$ cat config.mk
export PLATFORM = sky130hd
export DESIGN_NAME = program_sequencer
export DESIGN_NICKNAME = d
export VERILOG_FILES = /design/src/rtl/program_sequencer.sv
export SDC_FILE = /design/constraint.sdc
export NUM_CORES = 1
export LEC_CHECK = 0
export CAP_MARGIN = 40
export CORE_MARGIN = 2
export CORE_UTILIZATION = 47
export DETAILED_ROUTE_END_ITERATION = 10
export PLACE_DENSITY = 0.77
export SLEW_MARGIN = 10
export SYNTH_ARGS = -nofsm -noshare
export SYNTH_HDL_FRONTEND = slang
export SYNTH_SLANG_ARGS = --single-unit
$ cat constraint.sdc
create_clock -name clk -period 1.7 [get_ports clk]
set_input_delay 0.34 -clock clk [delete_from_list [all_inputs] [get_ports clk]]
set_output_delay 0.34 -clock clk [all_outputs]
set_load 0.05 [all_outputs]
$ cat src/rtl/program_sequencer.sv
// Program-flow stage: owns the program counter and a small shift-register return stack.
// Each cycle picks the next PC from increment, branch/call target or stack top.
module program_sequencer #(
    parameter int ADDR_W      = 12,
    parameter int STACK_DEPTH = 4,
    parameter int PC_INC      = 2
) (
    input  logic                                 clk,
    input  logic                                 reset,
    input  logic                                 stall,
    input  logic                                 branch_en,
    input  logic                                 branch_cond,
    input  logic [ADDR_W-1:0]                    branch_target,
    input  logic                                 call_en,
    input  logic                                 ret_en,
    input  logic                                 push_en,
    input  logic                                 pop_en,
    input  logic [ADDR_W-1:0]                    push_data,
    output logic [ADDR_W-1:0]                    pc,
    output logic [ADDR_W-1:0]                    stack_top,
    output logic [$clog2(STACK_DEPTH+1)-1:0]     stack_depth,
    output logic                                 stack_full,
    output logic                                 stack_empty,
    output logic                                 redirect,
    output logic                                 stack_ovf,
    output logic                                 stack_unf
);

    localparam int DEPTH_W = $clog2(STACK_DEPTH + 1);
    localparam logic [DEPTH_W-1:0] FULL_COUNT = DEPTH_W'(STACK_DEPTH);
    localparam logic [ADDR_W-1:0]  INC        = ADDR_W'(PC_INC);

    logic [ADDR_W-1:0] entry [STACK_DEPTH];

    logic [ADDR_W-1:0] pc_seq;
    logic [ADDR_W-1:0] pc_next;
    logic [ADDR_W-1:0] push_val;
    logic              do_push;
    logic              do_pop;
    logic              redirect_next;

    assign pc_seq      = pc + INC;
    assign stack_top   = entry[0];
    assign stack_full  = (stack_depth == FULL_COUNT);
    assign stack_empty = (stack_depth == '0);

    // Single priority chain: the first asserted command wins and the rest are ignored.
    always_comb begin
        // NOTE: every combinational output gets a default first so no path infers a latch.
        pc_next       = pc_seq;
        push_val      = push_data;
        do_push       = 1'b0;
        do_pop        = 1'b0;
        redirect_next = 1'b0;
        if (stall) begin
            pc_next = pc;
        end else if (ret_en) begin
            pc_next       = entry[0];
            do_pop        = 1'b1;
            redirect_next = 1'b1;
        end else if (call_en) begin
            pc_next       = branch_target;
            push_val      = pc_seq;
            do_push       = 1'b1;
            redirect_next = 1'b1;
        end else if (branch_en) begin
            if (branch_cond) begin
                pc_next       = branch_target;
                redirect_next = 1'b1;
            end
        end else if (pop_en) begin
            do_pop = 1'b1;
        end else if (push_en) begin
            do_push = 1'b1;
        end
    end

    always_ff @(posedge clk) begin
        // NOTE: sequential state uses non-blocking assignments so all registers update together.
        if (reset) begin
            pc          <= '0;
            stack_depth <= '0;
            redirect    <= 1'b0;
            stack_ovf   <= 1'b0;
            stack_unf   <= 1'b0;
            // NOTE: stack entries are cleared on reset because a pop from empty exposes them.
            for (int i = 0; i < STACK_DEPTH; i++) begin
                entry[i] <= '0;
            end
        end else begin
            pc       <= pc_next;
            redirect <= redirect_next;
            if (do_push) begin
                for (int i = STACK_DEPTH - 1; i > 0; i--) begin
                    entry[i] <= entry[i-1];
                end
                entry[0] <= push_val;
                if (stack_full) begin
                    stack_ovf <= 1'b1;
                end else begin
                    stack_depth <= stack_depth + 1'b1;
                end
            end else if (do_pop) begin
                // Bottom entry keeps its value, so repeated pops duplicate it upward.
                for (int i = 0; i < STACK_DEPTH - 1; i++) begin
                    entry[i] <= entry[i+1];
                end
                if (stack_empty) begin
                    stack_unf <= 1'b1;
                end else begin
                    stack_depth <= stack_depth - 1'b1;
                end
            end
        end
    end

endmodule

==> metrics <==
status finished clean; Max Cap Violations 0; GRT overflow 0; crit path kind reg2out; Cell Area, Placed 4338 µm²; total leakage power 1.808 nW; core area 6832 µm²; CP Buf/Inv Count 1; Synth Flop Type edfxtp_1; largest net degree at the start of global routing 28; Final Instance Area 4613 µm²; CTS tree built; chip width 88.04 µm; Compound-Gate Fraction of Synth Area 21.11%; Mapped Nets 334; number of flops mapped to enable cells by yosys 48; CP top delay family simple AND/OR/NAND/NOR gates; clock latency on the worst-skew pair 0.34 ns; Iteration-0 DRC Markers 152; clk sink count 66; mux share of post-synthesis cell area 1.960%; syn_area_per_cell 11.10 µm²; main combinational cell family by area after synthesis compound AO/OA/AOI/OAI gates; ratio of cells with drive above 1 in the final layout 29.77%; crit path max-delay cell type dfxtp_2; M2 GR Usage 33.68%; M1 GR Usage 30.93%; cells after synthesis 299; pwr dens 964.8 nW/µm²; sequential-to-total area share from yosys stat 54.28%; Synth warnings 0; vias in the first global route 2512; worst hold path class reg2reg; die area 7751 µm²; most common cell after layout, fill and taps aside buf_4; Nets 423; RePlAce Congestion 0.8285; Yosys reg bits 66; Worst-path clk slew 0.08 ns; GR peak layer met2; commonest non-fill, non-tap cells in the layout 52 x buf_4, 48 x edfxtp_1, 30 x a22o_1; CTS Root Cell clkbuf_8; Routed Wire Length 8151 µm; Critical Path RT 1.36 ns; Final Util 67.53%; TritonRoute pass-1 iters 4; detailed-route vias per instance 5.540; Clock H-tree levels 3; worst vdd ir 0.5451 mV; setup tns final 0 ns; minimum clock period 1.672 ns; CP endpoint kind output port; slew margin rel. 76.49%; Synth Area in Simple Gates 15.83%; Hold Buf Count CTS 0; initial antenna violation count 0; library cells used by synthesis 54; RSZ-0062 raised after global routing yes; CP arrival 1.33 ns; Port Buffers 64; CP cell instances or2_2, nor2_2, buf_12; Async SR Flop Fraction 0%; total CTS buffers 9; num rows 30; grt met3 use 4.053%; Global Route Usage Sum 21.98%; R2R Setup Slk 0.08 ns; Max clock buf depth 2; Die Ht 88.04 µm; vias 2709; Synth-to-Final Area Change 38.97%; drt drc 0; Max Freq 0.5980 GHz; Worst-Margin Slew 0.3521 ns; # setup viols final 0; crit path max fanout 6; Post-Synth XOR/XNOR Area 2.639%; WL/cell 16.67 µm; Final Cycle Share 98.37%; Synth Area in Adders 0.9800%; first-pass GRT wire length 12670 µm; fillcell total 515; hpwl dp 6027 µm; Ant. Diodes 0; synthesized cell area 3319 µm²; Final Max Slew Viols 0; final hold vios 0; Final Total Pwr 4.451 mW; remaining antenna violation count 0; Setup crit start kind flip-flop; Largest stage delay, worst path 0.37 ns; Initial Util 48.59%; skew final 0.01199 ns; # IOs 65; Fin Hold WS 0.4817 ns
-- cell usage after synthesis (all sizes together) (8+ instances only) --
master	instances	share of area [%]
a21oi	18	3.3
a22o	30	7.9
and2	13	2.5
buf	11	1.7
clkbuf	8	0.94
dfxtp	18	11
edfxtp	48	43
nand2	25	2.9
nor2	25	3.1
nor3	9	2.3
o21ai	25	4.1
xnor2	10	2.6
-- metal layers --
layer	vias to the layer above	part of all wire [%]	wire length [µm]
li1	1297	-	-
met1	1298	45	3670
met2	101	47	3849
met3	13	6.0	491
met4	0	1.7	140
met5	-	0	0
-- final timing paths --
| path | start | to | depth (start not counted) |
|---|---|---|---|
| max reg2reg | pc[3] | entry[0][8] | 5 |
| max | stack_depth[0] | stack_empty | 3 |
| min reg2reg | stack_ovf | stack_ovf | 2 |
| min | stack_ovf | stack_ovf | 2 |
-- logic make-up (layout without fill, tap and decap cells) --
kind of cell | count (synthesis) | in the layout
simple gates | 96 | 96
buf+inv | 24 | 118
fa+ha+maj | 2 | 2
compound gates | 95 | 95
xor+xnor | 10 | 10
mux | 6 | 6
flops | 66 | 66
-- through the flow --
| step | setup slack [ns] | std cells |
|---|---|---|
| floorplan | -0.002972 | 299 |
| global placement | -0.3574 | 472 |
| detailed placement | -0.4112 | 472 |
| CTS | 0.006273 | 489 |
| global route | -0.02032 | 489 |
| finish | 0.02779 | 489 |
-- repair_timing --
item	4_1_cts	5_1_grt
gates resized for setup	9	5
buffers inserted	1	0
pin swaps	5	2
setup endpoints to repair	14	26
-- registers in the layout, summed over array words and instances, names as in the netlist --
signal       cells
entry           48
pc              12
stack_depth      3
redirect         1
stack_ovf        1
stack_unf        1
-- layout make-up --
cell class	instances	area (µm²)	area share (%)
well taps	96	120.1	2.604
clock inverters	7	117.6	2.550
inverters	5	18.77	0.4068
repair buffers	97	970.9	21.05
clock buffers	9	123.9	2.685
multi-input cells	209	1448	31.38
flip-flops and latches	66	1814	39.33
-- where the power goes --
group	total, mW	internal [mW]	leakage (nW)	switching (mW)
clock network	1.61	0.974	0.123	0.633
registers	1.96	1.85	0.672	0.110
logic	0.883	0.387	1.01	0.496
total	4.45	3.21	1.81	1.24
-- worst min-delay path, cell delays in order (launching register included) --
cell,delay (ns)
dfxtp_1,0.33
a21oi_1,0.04
nor2_1,0.07
Power figures use the tool's default switching activity.
